**config.mk**
```make
export PLATFORM = sky130hd
export DESIGN_NAME = stream_demux_flat
export DESIGN_NICKNAME = d
export VERILOG_FILES = /design/src/rtl/stream_demux_if.sv /design/src/rtl/stream_demux.sv /design/src/flat_wrapper.sv
export SDC_FILE = /design/constraint.sdc
export NUM_CORES = 1
export LEC_CHECK = 0
export CORE_ASPECT_RATIO = 0.9
export CORE_MARGIN = 10
export CORE_UTILIZATION = 51
export DETAILED_ROUTE_END_ITERATION = 10
export DONT_BUFFER_PORTS = 1
export PLACE_DENSITY = 0.66
export REMOVE_ABC_BUFFERS = 1
export SLEW_MARGIN = 20
export SYNTH_ARGS = -nofsm -noshare
export SYNTH_HDL_FRONTEND = slang
export SYNTH_SLANG_ARGS = --single-unit
```
**constraint.sdc**
```tcl
create_clock -name clk -period 2.5 [get_ports clk]
set_input_delay 0.375 -clock clk [delete_from_list [all_inputs] [get_ports clk]]
set_output_delay 0.375 -clock clk [all_outputs]
set_load 0.01 [all_outputs]
```
**src/rtl/stream_demux_if.sv**
```systemverilog
// ----------------------------------------------------------------------------
// stream_demux_if
//   Bundles the producer-side valid/ready stream and the N consumer-side
//   valid/ready streams of stream_demux.
//   master : the environment (drives in_* and out_ready)
//   slave  : the demux itself (drives in_ready, out_valid, out_data)
//   Signals:
//     in_valid / in_ready / in_data[W] / in_sel[SELW] / in_bcast : input beat
//     out_valid[N] / out_ready[N] / out_data[N*W]                : channels,
//       channel i occupies out_data[i*W +: W]
// ----------------------------------------------------------------------------
interface stream_demux_if #(
   parameter int N    = 8,
   parameter int W    = 8,
   parameter int SELW = $clog2(N)
);
   logic            in_valid;
   logic            in_ready;
   logic [W-1:0]    in_data;
   logic [SELW-1:0] in_sel;
   logic            in_bcast;
   logic [N-1:0]    out_valid;
   logic [N-1:0]    out_ready;
   logic [N*W-1:0]  out_data;

   modport master (
      output in_valid, in_data, in_sel, in_bcast, out_ready,
      input  in_ready, out_valid, out_data
   );

   modport slave (
      input  in_valid, in_data, in_sel, in_bcast, out_ready,
      output in_ready, out_valid, out_data
   );
endinterface

```
**src/rtl/stream_demux.sv**
```systemverilog
// ----------------------------------------------------------------------------
// stream_demux
//   Registered 1-to-N valid/ready demultiplexer. Each accepted beat goes to
//   channel in_sel, or to all channels when in_bcast=1. Every channel owns a
//   one-deep output register, so a stalled channel only blocks beats aimed
//   at it (or broadcasts). Beats with in_sel >= N are accepted, discarded
//   and counted in a saturating 16-bit drop counter.
//   Ports:
//     clk        : clock, rising edge
//     rst        : synchronous reset, active-high
//     s          : stream_demux_if.slave (input stream + N output streams)
//     drop_count : beats discarded for out-of-range in_sel (saturating)
// ----------------------------------------------------------------------------
module stream_demux #(
   parameter int N    = 8,
   parameter int W    = 8,
   parameter int SELW = $clog2(N)
) (
   input  logic          clk,
   input  logic          rst,
   stream_demux_if.slave s,
   output logic [15:0]   drop_count
);

   localparam logic [SELW:0] NCH = (SELW+1)'(N);

   logic [N-1:0]   out_valid_r;
   logic [N*W-1:0] out_data_r;
   logic [15:0]    drop_count_r;

   logic [N-1:0]   free_s;
   logic [N-1:0]   load_s;
   logic           sel_ok_s;
   logic           in_ready_s;
   logic           accept_s;
   logic           drop_s;

   // A channel can take a new word if empty or draining this cycle.
   always_comb begin
      free_s = ~out_valid_r | s.out_ready;
   end

   // in_sel names a real channel (always true when N is a power of two).
   always_comb begin
      sel_ok_s = ({1'b0, s.in_sel} < NCH);
   end

   // Input-side ready; out-of-range unicast beats are always swallowed.
   always_comb begin
      if (rst) begin
         in_ready_s = 1'b0;
      end else if (s.in_bcast) begin
         in_ready_s = &free_s;
      end else if (sel_ok_s) begin
         in_ready_s = free_s[s.in_sel];
      end else begin
         in_ready_s = 1'b1;
      end
   end

   // Accept, drop and per-channel load decode.
   always_comb begin
      accept_s = s.in_valid && in_ready_s;
      drop_s   = accept_s && !s.in_bcast && !sel_ok_s;
      load_s   = {N{1'b0}};
      for (int i = 0; i < N; i++) begin
         if (accept_s && s.in_bcast) begin
            load_s[i] = 1'b1;
         end else if (accept_s && sel_ok_s && (s.in_sel == SELW'(i))) begin
            load_s[i] = 1'b1;
         end else begin
            load_s[i] = 1'b0;
         end
      end
   end

   // Channel registers: load wins over drain, so back-to-back beats leave no bubble.
   always_ff @(posedge clk) begin
      if (rst) begin
         out_valid_r <= {N{1'b0}};
         out_data_r  <= {(N*W){1'b0}};
      end else begin
         for (int i = 0; i < N; i++) begin
            if (load_s[i]) begin
               out_valid_r[i]          <= 1'b1;
               out_data_r[i*W +: W]    <= s.in_data;
            end else if (s.out_ready[i]) begin
               out_valid_r[i]          <= 1'b0;
            end else begin
               out_valid_r[i]          <= out_valid_r[i];
            end
         end
      end
   end

   // Saturating counter of discarded out-of-range beats.
   always_ff @(posedge clk) begin
      if (rst) begin
         drop_count_r <= 16'h0000;
      end else if (drop_s && (drop_count_r != 16'hFFFF)) begin
         drop_count_r <= drop_count_r + 16'd1;
      end else begin
         drop_count_r <= drop_count_r;
      end
   end

   assign s.in_ready  = in_ready_s;
   assign s.out_valid = out_valid_r;
   assign s.out_data  = out_data_r;
   assign drop_count  = drop_count_r;

endmodule
```
**src/flat_wrapper.sv**
```systemverilog
// flat-port wrapper written by rule: the top's interface ports become plain ports
module stream_demux_flat 
#(
   parameter int N    = 8,
   parameter int W    = 8,
   parameter int SELW = $clog2(N)
)
  (clk, rst, drop_count, s_in_valid, s_in_data, s_in_sel, s_in_bcast, s_out_ready, s_in_ready, s_out_valid, s_out_data);
  stream_demux_if #(.N(N), .W(W), .SELW(SELW)) s_i ();
  input  logic clk;
  input  logic rst;
  output logic [15:0] drop_count;
  input wire logic [$bits(s_i.in_valid)-1:0] s_in_valid;
  input wire logic [$bits(s_i.in_data)-1:0] s_in_data;
  input wire logic [$bits(s_i.in_sel)-1:0] s_in_sel;
  input wire logic [$bits(s_i.in_bcast)-1:0] s_in_bcast;
  input wire logic [$bits(s_i.out_ready)-1:0] s_out_ready;
  output wire logic [$bits(s_i.in_ready)-1:0] s_in_ready;
  output wire logic [$bits(s_i.out_valid)-1:0] s_out_valid;
  output wire logic [$bits(s_i.out_data)-1:0] s_out_data;
  assign s_i.in_valid = s_in_valid;
  assign s_i.in_data = s_in_data;
  assign s_i.in_sel = s_in_sel;
  assign s_i.in_bcast = s_in_bcast;
  assign s_i.out_ready = s_out_ready;
  assign s_in_ready = s_i.in_ready;
  assign s_out_valid = s_i.out_valid;
  assign s_out_data = s_i.out_data;
  stream_demux #(.N(N), .W(W), .SELW(SELW)) u_core (.clk(clk), .rst(rst), .s(s_i), .drop_count(drop_count));
endmodule
```
* Word level (Yosys, flattened, before mapping)
Index checks and enable logic that the tools add are counted.
Storage, ports and cells: register bits after elaboration 72, output and inout bits 89, input port bits 23
Operators by class: equality and inequality tests 7, $lt $le $gt $ge 1, reduce and logical (&&, ||, !) cells 20, multiplexer cells 36, bitwise gates (word level) 2
Operator list (number):
- 1-bit 2-to-1 mux | 35
- 2-bit nonzero test | 8
- 3-bit equality test, second input constant | 4
- 1-bit logical AND | 10
- 8-bit inverter | 1
- 8-bit OR | 1
- 8-bit AND reduction | 1
- 3-bit by 2-bit equality test with 1-bit output, second input constant | 2
- 3-bit by 4-bit < comparator with 1-bit output, second input constant | 1
- 1-bit binary-select mux with 3-bit select | 1
- 3-bit by 1-bit equality test with 1-bit output, second input constant | 1
- 3-bit logical NOT | 1

* Longest topological paths before layout
depth in word-level cells 11, depth in mapped cells 9

* Least setup slack after synthesis
No wires, ideal clock.
kind in2reg, start point input s_in_bcast, end point register u_core.out_data_r[15], in the netlist u_core.s.out_data[15], setup slack 527 ps, library setup time 117 ps, arrival time 1856 ps, path buffers 3, stages on the path 9, cells stage by stage buf_4 > nor2_1 > nand2_1 > or3_4 > a31oi_4 > buf_6 > buf_12 > a21oi_4 > a32o_1
On the way: longest elaborated chain between the ends 6, elaborated cells between the ends (all ways) 7, those cells by class 4 x mux; 3 x reduce/logical
Ends and longest elaborated chain:
- start: declaration | line flat_wrapper.sv:16 | input wire logic [$bits(s_i.in_bcast)-1:0] s_in_bcast;
- 1-bit 2-to-1 mux | line stream_demux.sv:52 | end else if (s.in_bcast) begin
- 1-bit 2-to-1 mux | line stream_demux.sv:50 | if (rst) begin
- 1-bit logical AND | line stream_demux.sv:63 | accept_s = s.in_valid && in_ready_s;
- 1-bit logical AND | line stream_demux.sv:69 | end else if (accept_s && sel_ok_s && (s.in_sel == SELW'(i))) begin
- 1-bit 2-to-1 mux | line stream_demux.sv:69
- 1-bit 2-to-1 mux (*) | line stream_demux.sv:67 | if (accept_s && s.in_bcast) begin
- end signal: assignment | line stream_demux.sv:81 | out_data_r <= {(N*W){1'b0}};
- end signal: indexed assignment | line stream_demux.sv:86 | out_data_r[i*W +: W] <= s.in_data;
- end: declaration | line stream_demux.sv:28 | logic [N*W-1:0] out_data_r;
Mark *: on every way between the ends. The rest lies on a longest branch, timed or not. A chain may end at the register's enable or synchronous reset.

* Worst setup path after layout
start point register u_core.out_valid_r[4], in the netlist u_core.s.out_valid[4], end point register u_core.out_data_r[5], in the netlist u_core.s.out_data[5]
On the way: longest elaborated chain between the ends 10, elaborated cells between the ends (all ways) 12, those cells by class 6 x mux; 2 x bitwise; 4 x reduce/logical
Ends and longest elaborated chain:
- start: declaration | line stream_demux.sv:27 | logic [N-1:0] out_valid_r;
- start signal: assignment | line stream_demux.sv:80 | out_valid_r <= {N{1'b0}};
- start signal: indexed assignment | line stream_demux.sv:90 | out_valid_r[i] <= out_valid_r[i];
- 8-bit inverter (*) | line stream_demux.sv:40 | free_s = ~out_valid_r | s.out_ready;
- 8-bit OR (*) | line stream_demux.sv:40
- 1-bit binary-select mux with 3-bit select | line stream_demux.sv:55 | in_ready_s = free_s[s.in_sel];
- 1-bit 2-to-1 mux (implied by the code) | line stream_demux.sv:55
- 1-bit 2-to-1 mux (*) | line stream_demux.sv:52
- 1-bit 2-to-1 mux (*) | line stream_demux.sv:50
- 1-bit logical AND (*) | line stream_demux.sv:63
- 1-bit logical AND | line stream_demux.sv:69
- 1-bit 2-to-1 mux | line stream_demux.sv:69
- 1-bit 2-to-1 mux (*) | line stream_demux.sv:67
Mark *: on every way between the ends. The rest lies on a longest branch, timed or not. The select of a mux whose other input is x is not followed.

==> results.txt <==
----------------------------------------------------
[Clock tree]
  Hold-fix buffers at CTS ... 0
  Clock tree from TritonCTS ... yes
  Clock slew at the register clock pins of the worst setup and hold paths ... roughly 0.07 ns
  Latest clock arrival within the worst-skew pair ... 0.33 ns
  CTS Root Cell ... sky130_fd_sc_hd__clkbuf_8
  Clock buffer count from CTS ... 9
  Post-CTS setup buffer count ... 0
  Number of gates given a new drive strength after cts ... 0
  CTS sink count ... 72
  Maximum number of buffers from clock root to sink ... 2
  Clock H-tree levels ... 3

[Run]
  Max Cap Violations ... 0

[Routing]
  Routed wire per std cell ... 23.8 µm
  DRC violation total after the first TritonRoute iteration ... 114
  Count of nets left with antenna violations after detail routing ... 0
  Total DRC errors in the routed layout ... 0
  Drt total wl ... around 7400 µm
  Number of optimization iterations in the first detailed-route pass ... 4
  Via density per instance ... 5.88
  Via count of the routed design ... ~1800

[Floorplan]
  Y dimension of the die ... 90.3 µm
  Die ar. ... between 0.008 and 0.009 mm²
  # rows ... 25
  Initial core utilization ... 52.9%
  Boundary pin count ... 112
  Core area ... 0.00529 mm²
  Floorplan die width ... 98.1 µm

[Worst setup path]
  Data arrival at the endpoint of the critical path ... 2.34 ns
  Required arrival time at the worst endpoint ... 2.77 ns
  Number of cells on the worst reg-to-reg path ... 7
  Sort of element at the start of the critical path ... flip-flop
  Worst reg-to-reg setup slack ... 0.43 ns
  Startpoint-to-endpoint class of the critical path ... flip-flop to flip-flop
  Maximum net fanout on the critical path ... 21
  Reg2Reg Capture Point ... u_core.s.out_data[5]$_SDFFE_PP0P_
  Startpoint of the lowest-slack register-to-register path ... u_core.s.out_valid[4]$_SDFFE_PP0P_
  Critical path endpoint category ... flip-flop

[Synth]
  Ys Warns ... 0
  Post-Synthesis Cell Area ... 0.00280 mm²
  Yosys top cell area share ... 51.5%
  Arithmetic-cell share of the synthesized area counting full adders, half adders and majority gates ... 0%
  Synthesized flop and latch total ... 72
  FFs w/ async S/R, synth ... 0%
  Combinational family with the most area after synthesis ... compound AO/OA/AOI/OAI gates
  Post-synthesis cell type with the largest combined area ... sky130_fd_sc_hd__dfxtp_1
  Number of distinct library cell variants in the gate-level netlist after synthesis ... 36
  Complex-gate fraction of the synthesized area ... 29.8%
  Simple-gate portion of the synthesized area ... 8.72%
  Most frequently used flop master after synthesis ... sky130_fd_sc_hd__dfxtp_1
  Number of flops mapped to enable cells by yosys ... 0
  Mean area per synthesized cell ... 11.3 µm²
  Instance count of the mapped netlist ... approximately 250
  Portion of netlist area occupied by mux cells ... 0%
  Share of the synthesized netlist area taken by xor and xnor gates ... 0%
  Sequential fraction of the synthesis area ... 51.5%
  Largest cells by area after synthesis ... sky130_fd_sc_hd__dfxtp_1 52%, sky130_fd_sc_hd__a22o_1 18%, sky130_fd_sc_hd__buf_4 6.2%

[Layout]
  Non-filler cells, final ... between 300 and 400
  Number of filler instances in the final layout ... around 470
  Fraction of layout instances using a drive strength above 1 ... a little under an eighth
  Finished Cell Area ... 0.00290 mm²
  Synthesis-to-layout area growth ... 3.58%
  Final net count ... approximately 270

[Global route]
  First-pass GRT wire length ... 11200 µm
  Total routing usage reported by global routing ... 16.1%
  Largest net degree at the start of global routing ... 27
  Number of global-route vias before repair ... 1854
  Total global routing overflow ... 0
  Number of antenna violations at the first check in global routing ... 1

[Timing]
  Count of pins over their slew limit ... 0
  Highest attainable clock frequency ... 484 MHz
  Final setup vio count ... 0
  Worst slew margin relative to its limit ... a little under two fifths
  Pin slew with the least headroom to its limit ... 0.928 ns
  Count of final hold-check violations ... 0
  Final Critical Period ... about 2.1 ns
  RSZ-0062 raised after global routing ... false
  Part of the cycle the worst path needs ... 82.7%
  Post-Route Skew ... 0.00835 ns
  Final TNS setup ... 0 ns

[Placement]
  Total instance count after detailed placement ... ~300
  Port Buf Inserts ... 0
  Routability cong. ... 0.880
  Post-place instance area ... 0.00274 mm²
  Post-DP HPWL ... 5380 µm

[Min path]
  Class of the tightest hold or removal check ... input pin to flip-flop
  Number of cells traversed by the worst hold path ... 1
  Worst-case hold path end point ... u_core.s.out_valid[2]$_SDFFE_PP0P_
  Hold Path Origin ... rst

[Pwr]
  Power Dens Cells ... ~780 mW/mm²
  Final Total Pwr ... 2.25 mW
  Max VDD drop ... between 0.4 and 0.5 mV
  Leakage power summed over all cells ... 1.14 nW

[Status]
  Result of the run ... complete, no violations

----------------------------------------------------
synthesized netlist by cell type, types with 2 or more instances:
cell type                   number
sky130_fd_sc_hd__a21oi_2         2
sky130_fd_sc_hd__a21oi_4         5
sky130_fd_sc_hd__a22o_1         57
sky130_fd_sc_hd__a31oi_1         3
sky130_fd_sc_hd__a32o_1          3
sky130_fd_sc_hd__and2_1          8
sky130_fd_sc_hd__buf_1           8
sky130_fd_sc_hd__buf_4          23
sky130_fd_sc_hd__clkbuf_2        2
sky130_fd_sc_hd__dfxtp_1        72
sky130_fd_sc_hd__inv_1           6
sky130_fd_sc_hd__nand2_1         3
sky130_fd_sc_hd__nand2b_1       10
sky130_fd_sc_hd__nand4_1         2
sky130_fd_sc_hd__nor2b_1         8
sky130_fd_sc_hd__o21bai_1       12
sky130_fd_sc_hd__o22ai_1         3
sky130_fd_sc_hd__o2bb2ai_1       3
final cells by class:
| class | instances | area, µm² | area share, % |
|---|---|---|---|
| diodes | 1 | 2.50 | 0.0864 |
| clock inverters | 1 | 5.00 | 0.173 |
| repair buffers | 5 | 50.0 | 1.73 |
| inverters | 6 | 22.5 | 0.777 |
| well taps | 67 | 83.8 | 2.89 |
| multi-input cells | 148 | 1140 | 39.2 |
| clock buffers | 12 | 155 | 5.35 |
| flip-flops and latches | 72 | 1440 | 49.7 |
sequential cells by signal (all words and copies together) (netlist names):
signal,flops
u_core.s.out_data,64
u_core.s.out_valid,8
worst max path at each step:
stage	startpoint	cells past startpoint	to	slack (ns)
global route	u_core.s.out_valid[4]$_SDFFE_PP0P_	7	u_core.s.out_data[32]$_SDFFE_PP0P_	0.30
finish	u_core.s.out_valid[4]$_SDFFE_PP0P_	7	u_core.s.out_data[5]$_SDFFE_PP0P_	0.43
CTS	u_core.s.out_valid[4]$_SDFFE_PP0P_	7	u_core.s.out_data[5]$_SDFFE_PP0P_	0.44
global placement	s_out_ready[4]	7	u_core.s.out_data[14]$_SDFFE_PP0P_	0.49
detailed placement	s_out_ready[4]	7	u_core.s.out_data[5]$_SDFFE_PP0P_	0.43
floorplan	rst	6	u_core.s.out_data[31]$_SDFFE_PP0P_	0.27
metal layers:
layer | global-route usage, % | share of wire, % | vias to the layer above
met3 | 11.2 | 14 | 2
met2 | 23.8 | 45 | 84
li1 | - | - | 863
met5 | 0 | 0 | -
met1 | 18.6 | 42 | 886
met4 | 3.75 | 0.31 | 0
power breakdown:
group          switching [mW]  internal [mW]
Clock                   0.383          0.397
Combinational           0.128         0.0802
Sequential             0.0647           1.20
Total                   0.576           1.68
logic make-up (layout without fill, tap and decap cells):
kind of cell	after synthesis	count (layout)
AO/OA/AOI/OAI	93	93
flip-flops	72	72
buffers and inverters	43	24
AND/OR/NAND/NOR	39	39
other	1	17
critical path, cell delays in order, from the launching register on:
cell and delay, ns:
sky130_fd_sc_hd__dfxtp_1 0.36, sky130_fd_sc_hd__nand2b_1 0.16, sky130_fd_sc_hd__nand4_1 0.12, sky130_fd_sc_hd__or3b_4 0.42, sky130_fd_sc_hd__a31oi_4 0.19, sky130_fd_sc_hd__buf_12 0.19, sky130_fd_sc_hd__and2_1 0.34, sky130_fd_sc_hd__a22o_1 0.21
placed cells by master, fill, tap and decap left out, types with 2 or more instances in the layout:
cell and count:
sky130_fd_sc_hd__nand4_1 2, sky130_fd_sc_hd__a21oi_2 2, sky130_fd_sc_hd__inv_1 6, sky130_fd_sc_hd__a22o_1 57, sky130_fd_sc_hd__clkbuf_8 11, sky130_fd_sc_hd__conb_1 16, sky130_fd_sc_hd__nor2b_1 8, sky130_fd_sc_hd__buf_4 4
sky130_fd_sc_hd__a31oi_1 3, sky130_fd_sc_hd__nand2_1 3, sky130_fd_sc_hd__a32o_1 3, sky130_fd_sc_hd__dfxtp_1 72, sky130_fd_sc_hd__o21bai_1 12, sky130_fd_sc_hd__o2bb2ai_1 3, sky130_fd_sc_hd__nand2b_1 10, sky130_fd_sc_hd__a21oi_4 5
sky130_fd_sc_hd__o22ai_1 3, sky130_fd_sc_hd__and2_1 8
per-stage QoR:
stage / util, % / setup WS, ns / hold slack [ns]
final: 54.8 / 0.433 / 0.149
after global routing: 54.8 / 0.301 / 0.120
after CTS: 54.8 / 0.438 / 0.124
after global placement: 51.7 / 0.486 / 0.487
after detailed placement: 51.7 / 0.433 / 0.489
after floorplan: - / 0.269 / 0.477
Note: power is estimated with default switching activity, not from simulation.
